File: config.mk
export PLATFORM = sky130hd
export DESIGN_NAME = status_flag_driver
export DESIGN_NICKNAME = d
export VERILOG_FILES = /design/src/rtl/status_flag_pkg.sv /design/src/rtl/status_flag_fifo.sv /design/src/rtl/status_flag_driver.sv
export SDC_FILE = /design/constraint.sdc
export NUM_CORES = 1
export LEC_CHECK = 0
export BUFFER_PORTS_ARGS = -buffer_cell sky130_fd_sc_hd__buf_4
export CELL_PAD_IN_SITES_DETAIL_PLACEMENT = 0
export CELL_PAD_IN_SITES_GLOBAL_PLACEMENT = 2
export CORE_MARGIN = 3
export CORE_UTILIZATION = 25
export DETAILED_ROUTE_END_ITERATION = 10
export PLACE_DENSITY = 0.71
export RECOVER_POWER = 50
export SLEW_MARGIN = 20
export SYNTH_ARGS = -nofsm -noshare
export SYNTH_HDL_FRONTEND = slang
export SYNTH_SLANG_ARGS = --single-unit
File: constraint.sdc
create_clock -name wb_clk_i -period 5.1 [get_ports wb_clk_i]
set_input_delay 0.51 -clock wb_clk_i [delete_from_list [all_inputs] [get_ports wb_clk_i]]
set_output_delay 0.51 -clock wb_clk_i [all_outputs]
set_load 0.1 [all_outputs]
File: src/rtl/status_flag_pkg.sv
// Shared constants for the status flag driver: register map, CTRL and STATUS
// bit positions, and display FSM state encodings.
package status_flag_pkg;

    // Register offsets, decoded from wbs_adr_i[3:0]
    localparam logic [3:0] REG_STAGE  = 4'h0;
    localparam logic [3:0] REG_CTRL   = 4'h4;
    localparam logic [3:0] REG_STATUS = 4'h8;

    // CTRL write bits
    localparam int ERR_SET = 0;
    localparam int ERR_CLR = 1;
    localparam int CHECK   = 2;
    localparam int OE      = 3;

    // STATUS read bits
    localparam int ST_EMPTY    = 1;
    localparam int ST_FULL     = 2;
    localparam int ST_OVERFLOW = 3;
    localparam int ST_WDT      = 4;

    // Display FSM states
    localparam logic [0:0] IDLE = 1'b0;
    localparam logic [0:0] HOLD = 1'b1;

endpackage

File: src/rtl/status_flag_fifo.sv
// Small synchronous FIFO queuing stage codes ahead of the display FSM.
// Read data is the head entry (visible without a pop). A pop and a push in
// the same cycle while full are both honoured: the pop frees the slot first.
module status_flag_fifo #(
    parameter int DEPTH = 4,
    parameter int WIDTH = 8,
    localparam int AW   = $clog2(DEPTH),
    localparam int LW   = AW + 1
) (
    input  logic             clk_i,
    input  logic             rst_n,
    input  logic             push_i,
    input  logic [WIDTH-1:0] data_i,
    input  logic             pop_i,
    output logic [WIDTH-1:0] data_o,
    output logic             full_o,
    output logic             empty_o,
    output logic [LW-1:0]    level_o
);

    logic [WIDTH-1:0] mem_q [DEPTH];
    logic [AW-1:0]    wr_ptr_q, wr_ptr_d;
    logic [AW-1:0]    rd_ptr_q, rd_ptr_d;
    logic [LW-1:0]    count_q, count_d;
    logic             do_push;
    logic             do_pop;

    assign full_o  = (count_q == LW'(DEPTH));
    assign empty_o = (count_q == '0);
    assign level_o = count_q;
    assign data_o  = mem_q[rd_ptr_q];

    // Accept pops only when data exists; accept pushes when a slot is free
    // now or is being freed by a pop in the same cycle.
    always_comb begin
        // NOTE: every always_comb output gets a default first so no path leaves it unassigned (no latch).
        do_pop   = pop_i && !empty_o;
        do_push  = push_i && (!full_o || do_pop);
        wr_ptr_d = do_push ? wr_ptr_q + AW'(1) : wr_ptr_q;
        rd_ptr_d = do_pop  ? rd_ptr_q + AW'(1) : rd_ptr_q;
        count_d  = count_q;
        if (do_push && !do_pop) begin
            count_d = count_q + LW'(1);
        end else if (do_pop && !do_push) begin
            count_d = count_q - LW'(1);
        end
    end

    // Pointer, occupancy and storage registers
    always_ff @(posedge clk_i or negedge rst_n) begin
        if (!rst_n) begin
            wr_ptr_q <= '0;
            rd_ptr_q <= '0;
            count_q  <= '0;
            // NOTE: storage is reset too, so every flop in the block has a defined value out of reset.
            for (int i = 0; i < DEPTH; i++) begin
                mem_q[i] <= '0;
            end
        end else begin
            // NOTE: sequential state uses non-blocking assignments only.
            wr_ptr_q <= wr_ptr_d;
            rd_ptr_q <= rd_ptr_d;
            count_q  <= count_d;
            if (do_push) begin
                mem_q[wr_ptr_q] <= data_i;
            end
        end
    end

endmodule

File: src/rtl/status_flag_driver.sv
// Wishbone slave that firmware writes to report test progress on GPIOs.
// Stage writes are queued and each displayed stage is held for at least
// HOLD_CYCLES clocks so a coarse external sampler never misses one.
// Optional watchdog: define STATUS_FLAG_WDT_EN to raise error when no STAGE
// write arrives within WDT_CYCLES clocks.
module status_flag_driver
    import status_flag_pkg::*;
#(
    parameter int          HOLD_CYCLES = 256,
    parameter int          FIFO_DEPTH  = 4,
    parameter logic [31:0] BASE_ADDR   = 32'h3000_0000,
    parameter int          WDT_CYCLES  = 65536
) (
    input  logic        wb_clk_i,
    input  logic        rst_n,
    input  logic        wbs_cyc_i,
    input  logic        wbs_stb_i,
    input  logic        wbs_we_i,
    input  logic [3:0]  wbs_sel_i,
    input  logic [31:0] wbs_adr_i,
    input  logic [31:0] wbs_dat_i,
    output logic        wbs_ack_o,
    output logic [31:0] wbs_dat_o,
    output logic [7:0]  stage_o,
    output logic        error_o,
    output logic        check_o,
    output logic [9:0]  io_oeb_o
);

    localparam int                CNT_W     = $clog2(HOLD_CYCLES);
    localparam logic [CNT_W-1:0]  HOLD_LOAD = CNT_W'(HOLD_CYCLES - 1);
    localparam int                LVL_W     = $clog2(FIFO_DEPTH) + 1;

    // Bus side
    logic        ack_q, ack_d;
    logic [31:0] dat_q, dat_d;
    logic        wb_sel;
    logic        wr_commit;
    logic        wr_stage;
    logic        wr_ctrl;
    logic [31:0] rdata;

    // Flags
    logic error_q, error_d;
    logic check_q, check_d;
    logic oe_q, oe_d;
    logic ovf_q, ovf_d;
    logic wdt_fire;
    logic wdt_fired;

    // Display FSM
    logic [0:0]       state_q, state_d;
    logic [CNT_W-1:0] cnt_q, cnt_d;
    logic [7:0]       stage_q, stage_d;
    logic             pop;

    // FIFO
    logic [7:0]       fifo_dout;
    logic             fifo_full;
    logic             fifo_empty;
    logic [LVL_W-1:0] fifo_level;
    logic [2:0]       level3;

    logic unused_ok;
    assign unused_ok = ^{wbs_dat_i[31:8], wbs_sel_i[3:1]};

    assign level3 = 3'(fifo_level);

    // Address decode; a write takes effect during its ack cycle
    always_comb begin
        wb_sel    = wbs_cyc_i && wbs_stb_i && (wbs_adr_i[31:4] == BASE_ADDR[31:4]);
        wr_commit = ack_q && wb_sel && wbs_we_i && wbs_sel_i[0];
        wr_stage  = wr_commit && (wbs_adr_i[3:0] == REG_STAGE);
        wr_ctrl   = wr_commit && (wbs_adr_i[3:0] == REG_CTRL);
    end

    // Read mux, captured into the data register on the selection cycle
    always_comb begin
        rdata = '0;
        case (wbs_adr_i[3:0])
            REG_STAGE:  rdata = {21'b0, level3, stage_q};
            REG_CTRL:   rdata = {28'b0, oe_q, check_q, 1'b0, error_q};
            REG_STATUS: rdata = {27'b0, wdt_fired, ovf_q, fifo_full, fifo_empty, 1'b0};
            default:    rdata = '0;
        endcase
    end

    // One-cycle ack, never two in a row; read data only alongside ack
    always_comb begin
        ack_d = wb_sel && !ack_q;
        dat_d = (wb_sel && !ack_q && !wbs_we_i) ? rdata : '0;
    end

    // Error, check, output-enable and overflow flag updates
    always_comb begin
        error_d = error_q;
        check_d = check_q;
        oe_d    = oe_q;
        ovf_d   = ovf_q;
        if (wr_ctrl) begin
            if (wbs_dat_i[ERR_CLR]) begin
                error_d = 1'b0;
                ovf_d   = 1'b0;
            end
            if (wbs_dat_i[ERR_SET]) begin
                error_d = 1'b1;
            end
            check_d = wbs_dat_i[CHECK];
            oe_d    = wbs_dat_i[OE];
        end
        if (wr_stage && fifo_full && !pop) begin
            ovf_d = 1'b1;
        end
        if (wdt_fire) begin
            error_d = 1'b1;
        end
    end

    // Display FSM: pop a queued stage, show it, hold it for HOLD_CYCLES clocks
    always_comb begin
        state_d = state_q;
        cnt_d   = cnt_q;
        stage_d = stage_q;
        pop     = 1'b0;
        case (state_q)
            IDLE: begin
                if (!fifo_empty) begin
                    pop     = 1'b1;
                    stage_d = fifo_dout;
                    cnt_d   = HOLD_LOAD;
                    state_d = HOLD;
                end
            end
            HOLD: begin
                if (cnt_q == '0) begin
                    if (!fifo_empty) begin
                        pop     = 1'b1;
                        stage_d = fifo_dout;
                        cnt_d   = HOLD_LOAD;
                    end else begin
                        state_d = IDLE;
                    end
                end else begin
                    cnt_d = cnt_q - CNT_W'(1);
                end
            end
            default: state_d = IDLE;
        endcase
    end

`ifdef STATUS_FLAG_WDT_EN
    localparam int               WDT_W    = $clog2(WDT_CYCLES);
    localparam logic [WDT_W-1:0] WDT_LOAD = WDT_W'(WDT_CYCLES - 1);

    logic [WDT_W-1:0] wdt_cnt_q, wdt_cnt_d;
    logic             wdt_run_q, wdt_run_d;
    logic             wdt_fired_q, wdt_fired_d;

    // Watchdog: kicked by STAGE writes, fires once and parks at zero
    always_comb begin
        wdt_cnt_d   = wdt_cnt_q;
        wdt_run_d   = wdt_run_q;
        wdt_fired_d = wdt_fired_q;
        wdt_fire    = 1'b0;
        if (wr_stage) begin
            wdt_cnt_d = WDT_LOAD;
            wdt_run_d = 1'b1;
        end else if (wdt_run_q) begin
            if (wdt_cnt_q == '0) begin
                wdt_fire  = 1'b1;
                wdt_run_d = 1'b0;
            end else begin
                wdt_cnt_d = wdt_cnt_q - WDT_W'(1);
            end
        end
        if (wr_ctrl && wbs_dat_i[ERR_CLR]) begin
            wdt_fired_d = 1'b0;
        end
        if (wdt_fire) begin
            wdt_fired_d = 1'b1;
        end
    end

    // Watchdog registers; counting starts straight out of reset
    always_ff @(posedge wb_clk_i or negedge rst_n) begin
        if (!rst_n) begin
            wdt_cnt_q   <= WDT_LOAD;
            wdt_run_q   <= 1'b1;
            wdt_fired_q <= 1'b0;
        end else begin
            wdt_cnt_q   <= wdt_cnt_d;
            wdt_run_q   <= wdt_run_d;
            wdt_fired_q <= wdt_fired_d;
        end
    end

    assign wdt_fired = wdt_fired_q;
`else
    logic unused_wdt;
    assign unused_wdt = (WDT_CYCLES > 0);
    assign wdt_fire   = 1'b0;
    assign wdt_fired  = 1'b0;
`endif

    // Bus, flag and display registers
    always_ff @(posedge wb_clk_i or negedge rst_n) begin
        if (!rst_n) begin
            ack_q   <= 1'b0;
            dat_q   <= '0;
            error_q <= 1'b0;
            check_q <= 1'b0;
            oe_q    <= 1'b0;
            ovf_q   <= 1'b0;
            state_q <= IDLE;
            cnt_q   <= '0;
            stage_q <= '0;
        end else begin
            ack_q   <= ack_d;
            dat_q   <= dat_d;
            error_q <= error_d;
            check_q <= check_d;
            oe_q    <= oe_d;
            ovf_q   <= ovf_d;
            state_q <= state_d;
            cnt_q   <= cnt_d;
            stage_q <= stage_d;
        end
    end

    status_flag_fifo #(
        .DEPTH (FIFO_DEPTH),
        .WIDTH (8)
    ) u_fifo (
        .clk_i   (wb_clk_i),
        .rst_n   (rst_n),
        .push_i  (wr_stage),
        .data_i  (wbs_dat_i[7:0]),
        .pop_i   (pop),
        .data_o  (fifo_dout),
        .full_o  (fifo_full),
        .empty_o (fifo_empty),
        .level_o (fifo_level)
    );

    assign wbs_ack_o = ack_q;
    assign wbs_dat_o = dat_q;
    assign stage_o   = stage_q;
    assign error_o   = error_q;
    assign check_o   = check_q;
    assign io_oeb_o  = oe_q ? 10'h000 : 10'h3FF;

endmodule
==> report_table.html <==
<table>
<tr><th>Metric</th><th>Value</th></tr>
<tr><th colspan="2">STA</th></tr>
<tr><td>Upper clock frequency limit</td><td>roughly 0.31 GHz</td></tr>
<tr><td>Portion of the clock cycle consumed by the worst path in the final layout</td><td>0.642</td></tr>
<tr><td>Max transition margin</td><td>0.205</td></tr>
<tr><td>Final hold vios</td><td>0</td></tr>
<tr><td>Slew at the pin closest to its max-slew limit</td><td>around 1.2 ns</td></tr>
<tr><td>Setup repair after global routing missed its margin</td><td>false</td></tr>
<tr><td>Total count of max-transition violations in the final report</td><td>0</td></tr>
<tr><td>Setup TNS</td><td>0 ns</td></tr>
<tr><td>Worst clock skew</td><td>about 0.0070 ns</td></tr>
<tr><td>Min Tclk post-route</td><td>approximately 3.3 ns</td></tr>
<tr><td>Final count of negative-setup-slack endpoints</td><td>0</td></tr>
<tr><th colspan="2">Synthesis</th></tr>
<tr><td>Synthesized area</td><td>between 3000 and 4000 µm²</td></tr>
<tr><td>Warning count from the yosys run</td><td>0</td></tr>
<tr><td>Top-area cell type share of the netlist area</td><td>0.498</td></tr>
<tr><td>Synthesized-area fraction occupied by ao, oa, aoi and oai cells</td><td>0.0339</td></tr>
<tr><td>Simple-gate portion of the synthesized area</td><td>0.132</td></tr>
<tr><td>Post-synth ARST share</td><td>1.00</td></tr>
<tr><td>Synth Instances</td><td>281</td></tr>
<tr><td>Xor and xnor fraction of the mapped netlist area</td><td>0.0169</td></tr>
<tr><td>EDFF count, synth</td><td>0</td></tr>
<tr><td>Mux share of post-synthesis cell area</td><td>0.206</td></tr>
<tr><td>Average size of a mapped cell</td><td>roughly 13 µm²</td></tr>
<tr><td>Distinct cell type count after synthesis</td><td>42</td></tr>
<tr><td>Leading post-synthesis cells by cell area</td><td>dfrtp_1, mux2_2, buf_4, mux4_2, nor4_4</td></tr>
<tr><td>Synth Register Bits</td><td>just over 70</td></tr>
<tr><td>Adder-cell area share of the yosys netlist</td><td>0.0297</td></tr>
<tr><td>Largest family of logic cells by synthesized area</td><td>multiplexers</td></tr>
<tr><td>Post-synthesis sequential area ratio</td><td>0.498</td></tr>
<tr><td>Top flip-flop cell by instance count after synthesis</td><td>dfrtp_1</td></tr>
<tr><td>Cell type with the highest aggregate area in the netlist</td><td>dfrtp_1</td></tr>
<tr><th colspan="2">Clocking</th></tr>
<tr><td>Post-CTS Setup Repair Bufs</td><td>0</td></tr>
<tr><td>Max Root-Sink Buffers</td><td>2</td></tr>
<tr><td>Clock input transition at the sequential cells of the worst setup and hold paths</td><td>0.06 ns</td></tr>
<tr><td>PostCTS Resize Cnt</td><td>0</td></tr>
<tr><td>Number of H-tree levels</td><td>3</td></tr>
<tr><td>Clock buffer count from CTS</td><td>9</td></tr>
<tr><td>CTS tree</td><td>built</td></tr>
<tr><td>Clk Tree Root Cell</td><td>clkbuf_16</td></tr>
<tr><td>Later-pin clock latency in the skew report</td><td>between 0.3 and 0.4 ns</td></tr>
<tr><td>Sink count of the clock tree</td><td>~70</td></tr>
<tr><td>Hold buffers post-CTS</td><td>0</td></tr>
<tr><th colspan="2">Drt</th></tr>
<tr><td>DRC errors left</td><td>0</td></tr>
<tr><td>Drt wl/cell</td><td>about 15 µm</td></tr>
<tr><td>Routed via count</td><td>roughly 2.3k</td></tr>
<tr><td>TritonRoute pass-1 iters</td><td>4</td></tr>
<tr><td>Via density per instance</td><td>around 4.3</td></tr>
<tr><td>Detailed Route Iter0 Violations</td><td>100</td></tr>
<tr><td>Drt total wl</td><td>between 7000 and 8000 µm</td></tr>
<tr><td>Antenna Nets Post-Route</td><td>0</td></tr>
<tr><th colspan="2">Worst setup path</th></tr>
<tr><td>Critical path fanouts, max</td><td>10</td></tr>
<tr><td>Worst path arrival time</td><td>~3.5 ns</td></tr>
<tr><td>Critical-path top delay cell</td><td>or4b_4</td></tr>
<tr><td>CP top delay family</td><td>simple AND/OR/NAND/NOR gates</td></tr>
<tr><td>Total buffers and inverters traversed by the critical path</td><td>2</td></tr>
<tr><td>Maximum single-stage delay on the critical path</td><td>between 0.4 and 0.5 ns</td></tr>
<tr><td>Kind of start point of the critical path</td><td>register</td></tr>
<tr><td>Path type of the worst setup path</td><td>register to register</td></tr>
<tr><td>Critical path endpoint category</td><td>register</td></tr>
<tr><td>Worst setup startpoint</td><td>cnt_q[0]$_DFF_PN0_</td></tr>
<tr><td>CP Data Required Time</td><td>5.31 ns</td></tr>
<tr><td>Reg2reg start</td><td>cnt_q[0]$_DFF_PN0_</td></tr>
<tr><td>List of cells traversed by the critical path</td><td>inv_1 -&gt; ha_1 -&gt; or4b_4 -&gt; o21ai_1 -&gt; nand2_1 -&gt; ha_1 -&gt; inv_1 -&gt; fa_1 -&gt; mux2_2</td></tr>
<tr><th colspan="2">Final layout</th></tr>
<tr><td>Highest-count cells in the layout ignoring fill and taps</td><td>dfrtp_1, buf_4, mux2_2, conb_1, clkbuf_1</td></tr>
<tr><td>Post-layout nets</td><td>430</td></tr>
<tr><td>Share of layout cells above drive strength 1</td><td>0.385</td></tr>
<tr><td>Final antenna diode count</td><td>0</td></tr>
<tr><td>Area growth, synth to finish</td><td>24.0%</td></tr>
<tr><td>Finished Core Util</td><td>0.320</td></tr>
<tr><td>Most common cell after layout, fill and taps aside</td><td>dfrtp_1</td></tr>
<tr><td>Final design area excluding fillers</td><td>about 4500 µm²</td></tr>
<tr><td>Count of fill cells added during filler insertion</td><td>around 1.4k</td></tr>
<tr><th colspan="2">Floorplanning</th></tr>
<tr><td>Cell Rows</td><td>43</td></tr>
<tr><td>Std-Cell Core Area</td><td>14,000 µm²</td></tr>
<tr><td>Top-level port count</td><td>~130</td></tr>
<tr><td>Die Outline Area</td><td>between 15,000 and 20,000 µm²</td></tr>
<tr><td>Horizontal die dimension</td><td>around 130 µm</td></tr>
<tr><td>Die height</td><td>around 130 µm</td></tr>
<tr><td>Starting Density</td><td>0.258</td></tr>
<tr><th colspan="2">Power</th></tr>
<tr><td>Power per cell area</td><td>approximately 300 nW/µm²</td></tr>
<tr><td>Total power consumption of the routed design</td><td>between 0.001 and 0.0015 W</td></tr>
<tr><td>Largest voltage drop on the vdd net</td><td>approximately 0.14 mV</td></tr>
<tr><td>Static leakage</td><td>2.06 nW</td></tr>
<tr><th colspan="2">Worst hold path</th></tr>
<tr><td>Worst min-delay path category</td><td>primary input to asynchronous set/reset pin</td></tr>
<tr><th colspan="2">GRT</th></tr>
<tr><td>Total global routing overflow</td><td>0</td></tr>
<tr><td>Number of global-route vias before repair</td><td>roughly 2.4k</td></tr>
<tr><td>Global routing usage summed across all routing layers</td><td>0.102</td></tr>
<tr><td>First-pass GRT wire length</td><td>approximately 13,000 µm</td></tr>
<tr><td>Antenna violations before repair</td><td>0</td></tr>
<tr><td>Pin count of the biggest net entering global routing</td><td>73</td></tr>
<tr><th colspan="2">Placed design</th></tr>
<tr><td>Final HPWL from detailed placement</td><td>between 5000 and 6000 µm</td></tr>
<tr><td>Weighted congestion at the end of routability-driven global placement</td><td>~0.72</td></tr>
<tr><td>Input/output buffers</td><td>between 70 and 80</td></tr>
<tr><td>Post-detailed-placement cell area</td><td>around 4200 µm²</td></tr>
<tr><th colspan="2">Run</th></tr>
<tr><td>Number of max-cap violations</td><td>0</td></tr>
<tr><th colspan="2">Status</th></tr>
<tr><td>Result of the run</td><td>finished, final reports clean</td></tr>
</table>
## where the power goes
group / total, W / switching [W] / internal, W
Clock: 0.000674 / 0.000246 / 0.000429
Sequential: 0.000571 / 0.0000000000000215 / 0.000571
Combinational: 0.000114 / 0.0000893 / 0.0000244
## final timing paths
kind,to,slack [ns],depth (start not counted)
worst max-delay path,u_fifo.level_o[1]$_DFFE_PN0P_,1.82,9
max in group asynchronous,stage_o[5]$_DFFE_PN0P_,4.18,1
worst min register to register,wbs_ack_o$_DFF_PN0_,0.49,1
worst max register to register,u_fifo.level_o[1]$_DFFE_PN0P_,1.82,9
min in group wb_clk_i,u_fifo.mem_q[21]$_DFFE_PN0P_,0.44,2
worst min-delay path,u_fifo.mem_q[31]$_DFFE_PN0P_,0.31,1
## state kept, by name, indices dropped and copies added, names as in the netlist, 2 cells and up
name / flops
wbs_dat_o: 11
u_fifo.level_o: 3
u_fifo.wr_ptr_q: 2
u_fifo.rd_ptr_q: 2
cnt_q: 8
stage_o: 8
u_fifo.mem_q: 32
## final cells by class
type / instances / area (µm²) / area share
clock buffer: 9 / 225 / 0.0502
clock inverter: 6 / 93.8 / 0.0209
inverter: 7 / 26.3 / 0.00586
multi-input combinational: 182 / 1600 / 0.356
sequential: 72 / 1800 / 0.402
tap: 180 / 225 / 0.0502
timing repair buffer: 77 / 518 / 0.115
## through the flow
stage | cells | setup WS, ns | hold slack, ns
global placement | 518 | 1.73 | 0.463
finish | 533 | 1.82 | 0.314
global route | 533 | 1.53 | 0.403
floorplan | 301 | 2.22 | 0.214
detailed placement | 518 | 1.69 | 0.480
CTS | 533 | 1.74 | 0.364
## layer usage
| metal | global-route usage | part of all wire |
|---|---|---|
| met4 | 0.0259 | 0.011 |
| met3 | 0.0269 | 0.038 |
| met2 | 0.174 | 0.51 |
| met5 | 0 | 0 |
| met1 | 0.130 | 0.44 |
## cell families (layout without fill, tap and decap cells)
logic type,after synthesis,in the layout
AOI/OAI and AO/OA,18,18
xor gates and xnor gates,7,7
adders and majority gates,8,8
buffers and inverters,47,99
DFF,72,72
muxes,59,59
other,1,21
and+or+nand+nor,69,69
## synth_stat cells, types with 5 or more instances
cell / instances
nand2_1: 8
nand3_1: 7
inv_1: 7
ha_1: 7
mux2_2: 44
clkbuf_1: 5
nor4_4: 5
buf_4: 30
mux2i_1: 6
and2_1: 8
nor2_1: 8
mux4_2: 8
dfrtp_1: 72
nor3_1: 11
## worst reg2reg max path, stage by stage, from the launching register on
cell,delay [ns]
dfrtp_1,0.42
inv_1,0.10
ha_1,0.15
or4b_4,0.48
o21ai_1,0.43
nand2_1,0.47
ha_1,0.39
inv_1,0.07
fa_1,0.39
mux2_2,0.27
Note: power is estimated with default switching activity, not from simulation.
